$ cat src/rtl/seq_calc_engine.sv
// seq_calc_engine: sign-magnitude accumulating calculator.
// Operands arrive over a valid/ready handshake. Add/sub finish in one cycle,
// multiply is shift-add (one multiplier bit per cycle, LSB first), and divide
// is restoring division (one quotient bit per cycle, MSB first).
// Build option: define SEQ_CALC_SAT_EN to clamp overflowed results to full
// scale instead of wrapping.
`timescale 1ns/1ps
module seq_calc_engine #(
   parameter int ACC_W     = 7,
   parameter int OPND_W    = 2,
   parameter int MAX_STEPS = 5
) (
   input  logic              Clk,
   input  logic              Reset,
   input  logic              clear,
   input  logic              op_valid,
   output logic              op_ready,
   input  logic [1:0]        op_code,
   input  logic              opnd_sign,
   input  logic [OPND_W-1:0] opnd_mag,
   output logic              acc_sign,
   output logic [ACC_W-1:0]  acc_mag,
   output logic              result_valid,
   output logic              busy,
   output logic              done,
   output logic              flag_zero,
   output logic              flag_neg,
   output logic              flag_ovf,
   output logic              flag_err,
   output logic [3:0]        step_cnt
);

   localparam int P_W  = ACC_W + OPND_W;
   localparam int IT_W = $clog2(P_W + 1);

`ifdef SEQ_CALC_SAT_EN
   localparam bit SAT_EN = 1'b1;
`else
   localparam bit SAT_EN = 1'b0;
`endif

   localparam logic [1:0]      OP_SUB    = 2'b01;
   localparam logic [1:0]      OP_MUL    = 2'b10;
   localparam logic [1:0]      OP_DIV    = 2'b11;
   localparam logic [3:0]      LAST_STEP = 4'(MAX_STEPS);
   localparam logic [IT_W-1:0] MUL_LAST  = IT_W'(OPND_W - 1);
   localparam logic [IT_W-1:0] DIV_LAST  = IT_W'(ACC_W - 1);

   typedef enum logic [2:0] {
      S_LOAD, S_READY, S_MUL, S_DIV, S_DONE, S_ERR
   } state_t;

   // Overflow policy: wrap keeps the low bits, saturation clamps to full scale.
   function automatic logic [ACC_W-1:0] ovf_fix(input logic [ACC_W-1:0] low,
                                                input logic ovf);
      ovf_fix = (SAT_EN && ovf) ? {ACC_W{1'b1}} : low;
   endfunction

   // A zero magnitude is always reported as positive.
   function automatic logic zero_norm(input logic sign,
                                      input logic [ACC_W-1:0] mag);
      zero_norm = sign & (|mag);
   endfunction

   // Control / architectural state
   state_t             state_q, state_d;
   logic               acc_sign_q, acc_sign_d;
   logic [ACC_W-1:0]   acc_mag_q, acc_mag_d;
   logic               rv_q, rv_d;
   logic               ovf_q, ovf_d;
   logic               err_q, err_d;
   logic [3:0]         step_q, step_d;

   // Multi-cycle datapath state (loaded at accept, no reset needed)
   logic               res_sign_q;
   logic [P_W-1:0]     prod_q, mcand_q;
   logic [OPND_W-1:0]  mplier_q;
   logic [OPND_W-1:0]  rem_q;
   logic [ACC_W-1:0]   quo_q;
   logic [OPND_W-1:0]  dvsr_q;
   logic [IT_W-1:0]    it_q;

   logic               accept;
   logic [3:0]         step_inc;

   // Add/sub result
   logic               eff_sign;
   logic [ACC_W-1:0]   opnd_ext;
   logic [ACC_W:0]     as_sum;
   logic               as_sign;
   logic               as_ovf;

   // Iteration results
   logic [P_W-1:0]     prod_nxt;
   logic               mul_ovf;
   logic [OPND_W:0]    rem_sh;
   logic               rem_ge;
   logic [OPND_W-1:0]  rem_nxt;
   logic [ACC_W-1:0]   quo_nxt;

   assign op_ready     = (state_q == S_LOAD) || (state_q == S_READY);
   assign busy         = (state_q == S_MUL) || (state_q == S_DIV);
   assign done         = (state_q == S_DONE);
   assign accept       = op_valid && op_ready;
   assign step_inc     = step_q + 4'd1;

   assign acc_sign     = acc_sign_q;
   assign acc_mag      = acc_mag_q;
   assign result_valid = rv_q;
   assign flag_zero    = (acc_mag_q == '0);
   assign flag_neg     = acc_sign_q;
   assign flag_ovf     = ovf_q;
   assign flag_err     = err_q;
   assign step_cnt     = step_q;

   // Single-cycle sign-magnitude add; sub flips the operand sign first.
   always_comb begin
      eff_sign = opnd_sign ^ (op_code == OP_SUB);
      opnd_ext = ACC_W'(opnd_mag);
      if (eff_sign == acc_sign_q) begin
         as_sum  = {1'b0, acc_mag_q} + {1'b0, opnd_ext};
         as_sign = acc_sign_q;
      end else if (acc_mag_q >= opnd_ext) begin
         as_sum  = {1'b0, acc_mag_q - opnd_ext};
         as_sign = acc_sign_q;
      end else begin
         as_sum  = {1'b0, opnd_ext - acc_mag_q};
         as_sign = eff_sign;
      end
      as_ovf = as_sum[ACC_W];
   end

   // One shift-add multiply step and one restoring divide step.
   always_comb begin
      prod_nxt = prod_q + (mplier_q[0] ? mcand_q : '0);
      mul_ovf  = |prod_nxt[P_W-1:ACC_W];
      rem_sh   = {rem_q, quo_q[ACC_W-1]};
      rem_ge   = (rem_sh >= {1'b0, dvsr_q});
      rem_nxt  = rem_ge ? OPND_W'(rem_sh - {1'b0, dvsr_q}) : rem_sh[OPND_W-1:0];
      quo_nxt  = {quo_q[ACC_W-2:0], rem_ge};
   end

   // Next-state and result commit logic.
   always_comb begin
      state_d    = state_q;
      acc_sign_d = acc_sign_q;
      acc_mag_d  = acc_mag_q;
      rv_d       = 1'b0;
      ovf_d      = ovf_q;
      err_d      = err_q;
      step_d     = step_q;
      unique case (state_q)
         S_LOAD: begin
            if (accept) begin
               step_d     = step_inc;
               acc_mag_d  = ACC_W'(opnd_mag);
               acc_sign_d = opnd_sign & (|opnd_mag);
               ovf_d      = 1'b0;
               rv_d       = 1'b1;
               state_d    = (step_inc == LAST_STEP) ? S_DONE : S_READY;
            end
         end
         S_READY: begin
            if (accept) begin
               step_d = step_inc;
               if (op_code == OP_MUL) begin
                  state_d = S_MUL;
               end else if (op_code == OP_DIV) begin
                  if (opnd_mag == '0) begin
                     err_d   = 1'b1;
                     state_d = S_ERR;
                  end else begin
                     state_d = S_DIV;
                  end
               end else begin
                  acc_mag_d  = ovf_fix(as_sum[ACC_W-1:0], as_ovf);
                  acc_sign_d = zero_norm(as_sign, acc_mag_d);
                  ovf_d      = as_ovf;
                  rv_d       = 1'b1;
                  state_d    = (step_inc == LAST_STEP) ? S_DONE : S_READY;
               end
            end
         end
         S_MUL: begin
            if (it_q == MUL_LAST) begin
               acc_mag_d  = ovf_fix(prod_nxt[ACC_W-1:0], mul_ovf);
               acc_sign_d = zero_norm(res_sign_q, acc_mag_d);
               ovf_d      = mul_ovf;
               rv_d       = 1'b1;
               state_d    = (step_q == LAST_STEP) ? S_DONE : S_READY;
            end
         end
         S_DIV: begin
            if (it_q == DIV_LAST) begin
               acc_mag_d  = quo_nxt;
               acc_sign_d = zero_norm(res_sign_q, quo_nxt);
               ovf_d      = 1'b0;
               rv_d       = 1'b1;
               state_d    = (step_q == LAST_STEP) ? S_DONE : S_READY;
            end
         end
         S_DONE:  state_d = S_DONE;
         S_ERR:   state_d = S_ERR;
         default: state_d = S_LOAD;
      endcase
   end

   // Control registers: async reset, then synchronous clear, then update.
   always_ff @(posedge Clk or negedge Reset) begin
      if (!Reset) begin
         state_q    <= S_LOAD;
         acc_sign_q <= 1'b0;
         acc_mag_q  <= '0;
         rv_q       <= 1'b0;
         ovf_q      <= 1'b0;
         err_q      <= 1'b0;
         step_q     <= 4'd0;
      end else if (clear) begin
         state_q    <= S_LOAD;
         acc_sign_q <= 1'b0;
         acc_mag_q  <= '0;
         rv_q       <= 1'b0;
         ovf_q      <= 1'b0;
         err_q      <= 1'b0;
         step_q     <= 4'd0;
      end else begin
         state_q    <= state_d;
         acc_sign_q <= acc_sign_d;
         acc_mag_q  <= acc_mag_d;
         rv_q       <= rv_d;
         ovf_q      <= ovf_d;
         err_q      <= err_d;
         step_q     <= step_d;
      end
   end

   // Iteration registers: capture operands at accept, step while busy.
   always_ff @(posedge Clk) begin
      if (accept) begin
         res_sign_q <= acc_sign_q ^ opnd_sign;
         prod_q     <= '0;
         mcand_q    <= P_W'(acc_mag_q);
         mplier_q   <= opnd_mag;
         rem_q      <= '0;
         quo_q      <= acc_mag_q;
         dvsr_q     <= opnd_mag;
         it_q       <= '0;
      end else if (busy) begin
         prod_q     <= prod_nxt;
         mcand_q    <= mcand_q << 1;
         mplier_q   <= mplier_q >> 1;
         rem_q      <= rem_nxt;
         quo_q      <= quo_nxt;
         it_q       <= it_q + IT_W'(1);
      end
   end

endmodule

$ cat config.mk
export PLATFORM = sky130hd
export DESIGN_NAME = seq_calc_engine
export DESIGN_NICKNAME = d
export VERILOG_FILES = /design/src/rtl/seq_calc_engine.sv
export SDC_FILE = /design/constraint.sdc
export NUM_CORES = 1
export LEC_CHECK = 0
export CAP_MARGIN = 20
export CELL_PAD_IN_SITES_DETAIL_PLACEMENT = 1
export CELL_PAD_IN_SITES_GLOBAL_PLACEMENT = 1
export CORE_MARGIN = 3
export CORE_UTILIZATION = 48
export CTS_CLUSTER_DIAMETER = 120
export DETAILED_ROUTE_END_ITERATION = 8
export PLACE_DENSITY = 0.87
export SETUP_SLACK_MARGIN = 0.1
export SLEW_MARGIN = 20
export SYNTH_ARGS = -nofsm -noshare
export SYNTH_HDL_FRONTEND = slang
export SYNTH_SLANG_ARGS = --single-unit
$ cat constraint.sdc
create_clock -name Clk -period 4 [get_ports Clk]
set_clock_uncertainty 0.05 [all_clocks]
set_input_delay 0.4 -clock Clk [delete_from_list [all_inputs] [get_ports Clk]]
set_output_delay 0.4 -clock Clk [all_outputs]
set_load 0.02 [all_outputs]
; ---- Yosys cells after proc, flatten, opt, wreduce, memory -nomap -nowiden
; Index checks and enable logic that the tools add are counted.
[op_classes]
n_reduce_logical = 23
muxes = 64
addsub = 7
n_lt_le_gt_ge = 2
eq_ne = 20
bitwise_logic = 6
[ops]
columns = operator, n
row1 = 7-bit two-way mux, 12
row2 = 3-bit two-way mux, 10
row3 = 1-bit two-way mux, 29
row4 = 7-bit one-hot mux with 4 select lines, 1
row5 = 7-bit OR reduction, 3
row6 = 3-bit one-hot mux with 6 select lines, 1
row7 = "4-bit by 3-bit equality test with 1-bit output, second input constant", 3
row8 = 4-bit two-way mux, 3
row9 = "3-bit inequality test, second input constant", 4
row10 = 1-bit one-hot mux with 4 select lines, 3
row11 = 2-bit nonzero test, 6
row12 = 9-bit adder, 1
row13 = 9-bit two-way mux, 1
row14 = "4-bit by 1-bit adder with 4-bit output, second input constant", 2
row15 = 7-bit by 2-bit adder with 8-bit output, 1
row16 = 8-bit two-way mux, 1
row17 = 7-bit by 2-bit >= comparator with 1-bit output, 1
row18 = 7-bit logical NOT, 1
row19 = 7-bit AND reduction, 1
row20 = 2-bit by 7-bit subtractor with 7-bit output, 1
row21 = 7-bit by 2-bit subtractor with 7-bit output, 1
row22 = "3-bit by 2-bit equality test with 1-bit output, second input constant", 2
row23 = "3-bit equality test, second input constant", 2
row24 = 2-bit two-way mux, 3
row25 = 20 further kinds, 29
[totals]
in_bits = 9
ff_bits = 54
word_cells = 138
output_inout_bits = 20

; ---- Logic depth before layout (Yosys ltp)
; Gate-level depths: netlist of the first run.
[logic_depth]
word_depth = 11
mapped_depth = 11
ltp_nobuf = 11

; ---- Worst setup path after synthesis of the first run
; OpenSTA, ideal clock, no wires.
[synth_timing]
kind = register -> register
startpoint = register acc_mag_q[0] (netlist: acc_mag[0])
endpoint = register acc_sign_q (netlist: acc_sign)
setup_slack_ns = 1.266
n_path_buf = 0
setup_ns = 0.126
required_time_ns = 3.824
path_stages_with_launch = 10
synth_period_minus_slack_ns = 2.734
arrival_time_ns = 2.558
cell_sequence = dfrtp_1 > ha_1 > inv_1 > fa_1 > or2_2 > a2111oi_0 > o31a_1 > xnor2_1 > nand4_1 > a221o_1
[synth_between]
elab_chain_cells = 10
elab_cells_between_ends = 15
cone_classes = 3 x add/sub / 1 x order compare / 9 x mux / 1 x bitwise / 1 x reduce/logical
[synth_rtl]
columns = item, line
row1 = from (decl), 68  ; logic [ACC_W-1:0] acc_mag_q, acc_mag_d;
row2 = from (signal assigned), 229  ; acc_mag_q <= acc_mag_d;
row3 = 2-bit by 7-bit subtractor with 7-bit output (tied with other cells), 127  ; as_sum = {1'b0, opnd_ext - acc_mag_q};
row4 = 7-bit two-way mux, 123  ; end else if (acc_mag_q >= opnd_ext) begin
row5 = 8-bit two-way mux, 120  ; if (eff_sign == acc_sign_q) begin
row6 = 7-bit OR reduction, 62  ; zero_norm = sign & (|mag);
row7 = 1-bit bitwise AND (*), 62
row8 = 1-bit two-way mux (*), 168  ; end else if (op_code == OP_DIV) begin
row9 = 1-bit two-way mux (*), 166  ; if (op_code == OP_MUL) begin
row10 = 1-bit two-way mux (*), 164  ; if (accept) begin
row11 = 1-bit one-hot mux with 4 select lines (*), 152  ; unique case (state_q)
row12 = 1-bit two-way mux (*), 218  ; end else if (clear) begin
row13 = to (signal assigned), 228  ; acc_sign_q <= acc_sign_d;
row14 = to (decl), 67  ; logic acc_sign_q, acc_sign_d;
; Mark *: on every way between the ends. The rest lies on a longest branch, timed or not. The select of a mux whose other input is x is not followed.
; A chain may end at the register's enable or synchronous reset.

; ---- Worst setup path after layout of the first run
[layout_timing]
startpoint = register mplier_q[0]
endpoint = register acc_sign_q (netlist: acc_sign)
[layout_between]
elab_chain_cells = 7
[layout_rtl]
columns = item, line
row1 = from (decl), 77  ; logic [OPND_W-1:0] mplier_q;
row2 = from (signal assigned), 243  ; mplier_q <= opnd_mag;
row3 = from (signal assigned), 251  ; mplier_q <= mplier_q >> 1;
row4 = 9-bit two-way mux, 135  ; prod_nxt = prod_q + (mplier_q[0] ? mcand_q : '0);
row5 = 9-bit adder, 135
row6 = 7-bit OR reduction, 62
row7 = 1-bit bitwise AND, 62
row8 = 1-bit two-way mux, 185  ; if (it_q == MUL_LAST) begin
row9 = 1-bit one-hot mux with 4 select lines, 152
row10 = 1-bit two-way mux, 218
; No other way between the ends. The select of a mux whose other input is x is not followed.

==> results of run 1 <==
==> worst max-delay path by stage <==
stage | cells after the start | endpoint
detailed placement | 11 | acc_sign$_DFFE_PN0P_
global placement | 11 | acc_sign$_DFFE_PN0P_
finish | 10 | acc_sign$_DFFE_PN0P_
global route | 10 | acc_sign$_DFFE_PN0P_
CTS | 10 | acc_sign$_DFFE_PN0P_
floorplan | 9 | acc_sign$_DFFE_PN0P_
==> flip-flops by register name, indices dropped and copies added, names as in the netlist <==
name / flops
acc_sign: 1
mcand_q: 9
state_q: 3
prod_q: 9
mplier_q: 2
step_cnt: 4
rem_q: 2
it_q: 4
quo_q: 7
flag_err: 1
result_valid: 1
flag_ovf: 1
acc_mag: 7
dvsr_q: 2
res_sign_q: 1
==> final cells by class <==
class / instances / area (um^2)
timing repair buffer: 32 / 310
inverter: 26 / 97.6
clock inverter: 3 / 28.8
sequential: 54 / 1360
clock buffer: 5 / 68.8
multi-input combinational: 312 / 2020
tap: 96 / 120
fill: 861 / 2980
==> metal layers <==
| layer | GRT usage | vias up | share of wire |
|---|---|---|---|
| met3 | 0.0377 | 19 | 0.042 |
| li1 | - | 1473 | - |
| met1 | 0.316 | 1528 | 0.43 |
| met5 | 0 | - | 0 |
| met2 | 0.451 | 81 | 0.50 |
| met4 | 0.0829 | 0 | 0.021 |
==> worst register-to-register path: cells and delay by family, from the launching register on <==
kind / cells / cell delay [ps]
adder cells (fa/ha/maj): 2 / 620
flip-flops: 1 / 540
AO/OA/AOI/OAI: 5 / 1410
XOR/XNOR: 1 / 240
AND/OR/NAND/NOR: 2 / 320
==> layout by cell type, fill, tap and decap left out, types with 4 or more instances in the layout <==
cell / netlist / layout
buf_4: 1 / 4
ha_1: 22 / 22
nor2b_1: 5 / 5
xor2_1: 9 / 9
and2_1: 11 / 11
nand3_1: 19 / 19
xnor2_1: 10 / 10
inv_1: 24 / 24
o21ai_0: 30 / 30
clkbuf_8: 0 / 5
dfxtp_1: 17 / 17
nand2b_1: 4 / 4
a21oi_1: 16 / 16
dfrtp_1: 18 / 18
nor3_1: 6 / 6
edfxtp_1: 19 / 19
fa_1: 4 / 4
a211oi_1: 4 / 4
a22oi_1: 4 / 4
o21a_1: 4 / 4
nand2_1: 70 / 70
nor2_1: 32 / 32
clkdlybuf4s50_1: 0 / 28
==> power by group <==
group | switching (uW) | leakage (uW) | internal [uW]
registers | 54.7 | 0.000575 | 622
logic | 264 | 0.00106 | 176
clock network | 206 | 0.0000502 | 130
==> stage by stage <==
step | utilization | hold slack (ps)
CTS | 0.574 | 416
global placement | 0.560 | 395
detailed placement | 0.560 | 398
floorplan | - | 54.4
finish | 0.574 | 412
global route | 0.574 | 447
==> cells by family after synthesis <==
logic type / after synthesis / synth area share
AOI/OAI and AO/OA: 92 / 0.173
and+or+nand+nor: 169 / 0.223
xor gates and xnor gates: 21 / 0.0594
muxes: 4 / 0.0116
DFF: 54 / 0.382
adders and majority gates: 26 / 0.0998
buffers and inverters: 45 / 0.0509
==> impl_metrics.json, run 1 <==
{
  "clk_latency_ps": 320,
  "critPathRequiredTime_ps": 4150,
  "critPathArrivalTime_ps": 3450,
  "dp_cells": 520,
  "reg2reg_to": "acc_sign$_DFFE_PN0P_",
  "h-tree-depth": 2,
  "first_global_vias": 3401,
  "setup_slack_ps": 694,
  "dr.pass1.iters": 4,
  "die_w_um": 92.1,
  "synthesis.nets": 446,
  "min_path_type": "register to register",
  "grt_max_degree": 35,
  "io_pins": 29,
  "final-setup-viol-count": 0,
  "ctsHoldBuffers": 0,
  "ir_drop_mv": 0.186,
  "max-clock-path-buffers": 2,
  "start_kind": "register",
  "drc": 0,
  "timing.rr.start": "mplier_q[0]$_DFFE_PP_",
  "cp_max_fo": 9,
  "synth_top_area_frac": 0.160,
  "die_y_um": 92.1,
  "cts_tree": "built",
  "status": "complete, no violations",
  "pre_cts_ws_ps": 496,
  "core_um2": 6980,
  "numCtsBuffers": 5,
  "p_leak_uw": 0.00168,
  "crit_type": "register to register",
  "ys_ff_latch": 54,
  "slowest_stage": "edfxtp_1",
  "ys_warn_count": 0,
  "finalPower_uw": 1450,
  "cts_setup_buffers": 0,
  "crit_path_max_incr_delay_ps": 540,
  "grt_setup_unrepaired": "no",
  "drv_cap": 0,
  "critical_path_buf_inv_count": 0,
  "portBuffers": 28,
  "synth.avg_cell_area_um2": 8.67,
  "slew_viol_final": 0,
  "rows": 30,
  "synth_largest_area_cell": "edfxtp_1",
  "cts_resized": 0,
  "via_per_inst": 5.87,
  "max_slew_margin": 0.397,
  "grt_pass1_wl_mm": 17.0,
  "finalInstanceArea_um2": 4010,
  "vias": 3101,
  "ys_types": 62,
  "grt.overflow.total": 0,
  "synthCells": 411,
  "cp-end-kind": "register",
  "start_util": 0.510,
  "cts.sinks": 54,
  "finalHoldViolations": 0,
  "cts_root_buffer": "clkbuf_8",
  "synth_area_um2": 3560,
  "post_drt_wl_per_cell_um": 19.6,
  "worstMarginPinSlew_ps": 902,
  "nets": 466,
  "fin_tns_setup_ps": 0,
  "dpl_cell_area_um2": 3910,
  "yosysSeqAreaShare": 0.382,
  "antenna_found_initial": 0,
  "die_area_um2": 8490,
  "powerDensity_nw_per_um2": 363,
  "yosysMostFrequentCell": "nand2_1",
  "drtIter0Drc": 183,
  "synthTopCellsByArea": "edfxtp_1 16%, dfrtp_1 13%, dfxtp_1 9.6%",
  "min_path_cells": 2,
  "worstHoldStart": "mcand_q[8]$_SDFFE_PP0P_",
  "antennaDiodeCount": 0,
  "synth_commonest_cells": "70 x nand2_1, 32 x nor2_1, 30 x o21ai_0",
  "min_period_ps": 3310,
  "r2r_cells": 10,
  "min_period_over_period": 0.826,
  "cp_top_family": "compound AO/OA/AOI/OAI gates",
  "critPathLaunch": "mplier_q[0]$_DFFE_PP_",
  "synth-edff-count": 19,
  "final_cells": 528,
  "fmax_ghz": 0.303,
  "yosys_most_used_dff": "edfxtp_1",
  "rrSetupSlack_ps": 690,
  "grt_use_total": 0.254,
  "worstPathCellList": "and2_1, ha_1, fa_1, a21o_1, a21oi_1, xnor2_1, nand2_1, a2111oi_0, a311oi_1, a221o_1",
  "routed_wl_mm": 10.3,
  "gp_congestion": 0.883,
  "antenna_left": 0,
  "drive_gt1_frac": 0.0463,
  "hold_path_end": "mcand_q[8]$_SDFFE_PP0P_",
  "clk_pin_slew_worst_paths_ps": 120,
  "area_delta_synth_final_pct": 12.5,
  "dp_hpwl_mm": 7.76,
  "synthArstFlopShare": 0.333
}
No activity file was read; power rests on OpenSTA's default activity.
==> run 2: changes to the inputs <==
- CORE_UTILIZATION: 48 -> 40
- PLACE_DENSITY: 0.87 -> 0.78
- clock period: 4 -> 2.9 ns (I/O delays scaled with it)
==> run 2 against run 1 <==
Critical path depth up 1. Sequential power grew 35%. Largest cell class unchanged. Sequential share of layout area fell by 2.9 points. Final cell count up 8.0%. Core utilization fell by 5.4 points. Worst setup slack worse by 600 ps. Critical path type is now input port to register. Register-to-register slack got worse by 560 ps. Largest power group unchanged. Non-clock buffer count increased by 33. Flip-flop and latch count unchanged. Critical endpoint unchanged.
==> impl_metrics.json, run 2 (synthesis gave the netlist of run 1 again) <==
{
  "status": "complete, no violations",
  "grt_setup_unrepaired": "yes",
  "start_util": 0.423,
  "layout_common_cells": "70 x nand2_1, 36 x buf_4, 32 x nor2_1",
  "first_global_vias": 3468,
  "ctsHoldBuffers": 0,
  "final_core_util": 0.520,
  "min_path_type": "input port to asynchronous set/reset pin",
  "dp_cells": 561,
  "drive_gt1_frac": 0.155,
  "powerDensity_nw_per_um2": 488,
  "p_leak_uw": 0.00185,
  "worstMarginPinSlew_ps": 860,
  "grt_use_total": 0.212,
  "final_cells": 570,
  "grt_pass1_wl_mm": 17.1,
  "dp_hpwl_mm": 7.77,
  "slew_viol_final": 0,
  "vias": 3150,
  "h-tree-depth": 2,
  "final-setup-viol-count": 0,
  "antenna_left": 0,
  "routed_wl_mm": 10.4,
  "via_per_inst": 5.53,
  "die_area_um2": 10100,
  "die_w_um": 100,
  "critPathRequiredTime_ps": 3050,
  "cts_root_buffer": "clkbuf_8",
  "cts_tree": "built",
  "start_kind": "input port",
  "area_delta_synth_final_pct": 23.0,
  "portBuffers": 28,
  "max_slew_margin": 0.425,
  "nets": 499,
  "dr.pass1.iters": 4,
  "cts.sinks": 54,
  "ir_drop_mv": 0.282,
  "grt_max_degree": 32,
  "clk_latency_ps": 320,
  "rows": 33,
  "min_period_ps": 2800,
  "cp-end-kind": "register",
  "clk_pin_slew_worst_paths_ps": 110,
  "critPathArrivalTime_ps": 2960,
  "antenna_found_initial": 0,
  "drv_cap": 0,
  "post_drt_wl_per_cell_um": 18.3,
  "drc": 0,
  "min_period_over_period": 0.967,
  "io_pins": 29,
  "cp_max_fo": 2,
  "fmax_ghz": 0.357,
  "core_um2": 8420,
  "numCtsBuffers": 5,
  "reg_top3": "mcand_q (9), prod_q (9)",
  "antennaDiodeCount": 0,
  "drtIter0Drc": 270,
  "max-clock-path-buffers": 2,
  "grt.overflow.total": 0,
  "layout_commonest_cell": "nand2_1",
  "crit_type": "input port to register",
  "r2r_cells": 10,
  "finalPower_uw": 2140,
  "gp_congestion": 0.885,
  "die_y_um": 100,
  "finalHoldViolations": 0,
  "hold_slack_ps": 398
}
-- run 2: cell types whose count changed in the layout (fill, tap and decap cells not counted), sizes merged --
cell / delta
buf: +33
clkinv: -1
inv: +1
-- run 2: worst max-delay path, stage by stage --
cell and delay, ps:
clkdlybuf4s50_1 500, inv_2 50, ha_2 180, inv_1 70, fa_2 200, or4b_2 590, mux2i_1 180, o22ai_1 140
nor4b_2 330, nand4_1 130, a221o_1 310
-- run 2: metal layers --
metal	routed length, um	up-vias	track usage	share of wire
met1	4870	1541	0.291	0.47
li1	-	1542	-	-
met3	362	10	0.0292	0.035
met2	5080	57	0.355	0.49
met5	0	-	0	0
met4	102	0	0.0508	0.0098
-- run 2: worst paths after layout --
path / startpoint / to / slack (ps)
max: opnd_mag[0] / acc_sign$_DFFE_PN0P_ / 100
min: Reset / step_cnt[3]$_DFFE_PN0P_ / 400
max reg2reg: mplier_q[0]$_DFFE_PP_ / acc_sign$_DFFE_PN0P_ / 130
min reg2reg: mcand_q[7]$_SDFFE_PP0P_ / mcand_q[8]$_SDFFE_PP0P_ / 420
max in group asynchronous: Reset / acc_mag[0]$_DFFE_PN0P_ / 1810
min in group Clk: mcand_q[7]$_SDFFE_PP0P_ / mcand_q[8]$_SDFFE_PP0P_ / 420
-- run 2: area by class of cell --
class	instances	area (um^2)
Inverter	26	97.6
Fill cell	1021	4040
Tap cell	105	131
Sequential cell	54	1360
Clock inverter	3	28.8
Timing Repair Buffer	65	562
Multi-Input combinational cell	312	2130
Clock buffer	5	68.8
-- run 2: what timing repair did --
item | in CTS | in global routing
endpoints found under the setup margin | 2 | 7
hold endpoints to repair | 0 | 0
setup buffers | 0 | 1
gates resized for setup | 10 | 17
pin swaps | 4 | 12
-- run 2: where the power goes --
| group | internal [uW] | total [uW] | switching [uW] |
|---|---|---|---|
| clock | 182 | 472 | 290 |
| sequential | 859 | 913 | 54.5 |
| combinational | 336 | 755 | 419 |
| total | 1380 | 2140 | 764 |
-- run 2: stage by stage --
step | area [um^2] | setup slack (ps) | setup TNS, ps
floorplan | 3560 | 166 | 0
finish | 4380 | 95.6 | 0
detailed placement | 4160 | -308 | -778
CTS | 4290 | 110 | 0
global route | 4380 | 1.52 | 0
global placement | 4160 | -208 | -456
==> run 3: changes to the inputs <==
- CTS_CLUSTER_DIAMETER: 120 -> 150
- PLACE_DENSITY: 0.78 -> default
- PLACE_DENSITY_LB_ADDON: default -> 0.1
- RECOVER_POWER: default -> 50
==> run 3 against run 2 <==
Final cell count decreased by 0.18%. Combinational power decreased by 3.6%. Register-to-register slack improved by 70 ps. Global-route usage about the same. Design area decreased by 0.57%. Hold slack improved by 11 ps. Die area unchanged. Sequential power about the same. Maximum frequency increased by 3.6%. Sequential share of layout area increased by 0.15 points. Clock power increased by 9.1%. Count of clock-buffer cells in the layout unchanged. Highest routed layer unchanged. Largest power group unchanged.
==> impl_metrics.json, run 3 (synthesis gave the netlist of run 1 again) <==
{
  "dr.pass1.iters": 5,
  "cp-end-kind": "register",
  "grt.overflow.total": 0,
  "drtIter0Drc": 99,
  "numCtsBuffers": 5,
  "start_util": 0.423,
  "min_period_over_period": 0.934,
  "cts.sinks": 54,
  "grt_pass1_wl_mm": 17.1,
  "crit_type": "input port to register",
  "via_per_inst": 5.59,
  "powerDensity_nw_per_um2": 494,
  "worstMarginPinSlew_ps": 1170,
  "dp_hpwl_mm": 7.74,
  "max_slew_margin": 0.221,
  "cts_root_buffer": "clkbuf_8",
  "h-tree-depth": 2,
  "die_y_um": 100,
  "antenna_left": 0,
  "final-setup-viol-count": 0,
  "min_period_ps": 2710,
  "cts_tree": "built",
  "reg_top3": "mcand_q (9), prod_q (9)",
  "clk_pin_slew_worst_paths_ps": 100,
  "p_leak_uw": 0.00190,
  "io_pins": 29,
  "first_global_vias": 3411,
  "critPathRequiredTime_ps": 3100,
  "cp_max_fo": 4,
  "antenna_found_initial": 0,
  "status": "complete, no violations",
  "fin_tns_setup_ps": 0,
  "portBuffers": 28,
  "start_kind": "input port",
  "final_cells": 569,
  "layout_common_cells": "70 x nand2_1, 33 x buf_4, 32 x nor2_1",
  "layout_commonest_cell": "nand2_1",
  "vias": 3182,
  "finalPower_uw": 2150,
  "area_delta_synth_final_pct": 22.3,
  "drive_gt1_frac": 0.138,
  "rows": 33,
  "die_area_um2": 10100,
  "slew_viol_final": 0,
  "max-clock-path-buffers": 2,
  "drc": 0,
  "post_drt_wl_per_cell_um": 18.0,
  "gp_congestion": 0.859,
  "fmax_ghz": 0.369,
  "critPathArrivalTime_ps": 2910,
  "antennaDiodeCount": 0,
  "ir_drop_mv": 0.249,
  "die_w_um": 100,
  "core_um2": 8420,
  "grt_use_total": 0.212,
  "routed_wl_mm": 10.3,
  "finalHoldViolations": 0,
  "dp_cells": 561,
  "min_path_type": "register to register",
  "grt_setup_unrepaired": "yes",
  "clk_latency_ps": 310,
  "nets": 498,
  "drv_cap": 0,
  "grt_max_degree": 28
}
[run 3: changes by cell type in the layout (fill, tap and decap cells not counted), sizes merged]
cell,change
clkdlybuf4s50,-18
dlygate4sd3,+17
buf,-4
clkbuf,+3
inv,-2
bufinv,+1
clkinv,+1
dlymetal6s2s,+1
[run 3: repair_timing]
action,in CTS,in global routing
pin swaps,0,7
resized for setup,2,20
hold buffers,0,0
setup buffers,0,0
setup endpoints to repair,2,7
[run 3: where the power goes]
part | total (uW) | internal (uW) | switching (uW)
sequential | 910 | 859 | 51.6
clock | 515 | 255 | 260
combinational | 728 | 321 | 407
total | 2150 | 1430 | 719
[run 3: metrics by stage]
step	hold slack [ps]	cell area [um^2]	util	worst slack, ps
after floorplan	-55.6	3560	-	166
after global placement	395	4160	0.494	-191
after detailed placement	404	4160	0.494	-280
after CTS	417	4280	0.508	13.7
after global routing	449	4360	0.517	35.7
final	409	4360	0.517	192
[run 3: worst max-delay path, cell delays in order]
cell	delay, ps
clkdlybuf4s50_1	590
inv_2	130
buf_4	160
fa_1	450
buf_4	160
or4_1	520
o211ai_1	160
buf_4	160
a22o_1	150
a22o_1	120
[run 3: worst paths after layout]
path	end	startpoint	slack, ps	cells past startpoint
min in group asynchronous	step_cnt[0]$_DFFE_PN0P_	Reset	480	1
max reg2reg	acc_sign$_DFFE_PN0P_	acc_mag[0]$_DFFE_PN0P_	200	10
min reg2reg	mcand_q[8]$_SDFFE_PP0P_	mcand_q[7]$_SDFFE_PP0P_	410	2
max	acc_mag[2]$_DFFE_PN0P_	opnd_mag[1]	190	10
min	mcand_q[8]$_SDFFE_PP0P_	mcand_q[7]$_SDFFE_PP0P_	410	2
max in group asynchronous	result_valid$_DFF_PN0_	Reset	1760	1
[run 3: final cells by class]
type,instances,area [um^2]
Sequential cell,54,1360
Tap cell,105,131
Fill cell,1007,4070
Timing Repair Buffer,64,542
Clock buffer,5,68.8
Clock inverter,3,40.0
Inverter,26,97.6
Multi-Input combinational cell,312,2120
[run 3: routing by layer]
layer,wire [um],vias to the layer above,track usage
met3,170,9,0.0222
met1,4860,1599,0.287
met4,70,0,0.0383
met2,5160,35,0.371
met5,0,-,0
li1,-,1539,-
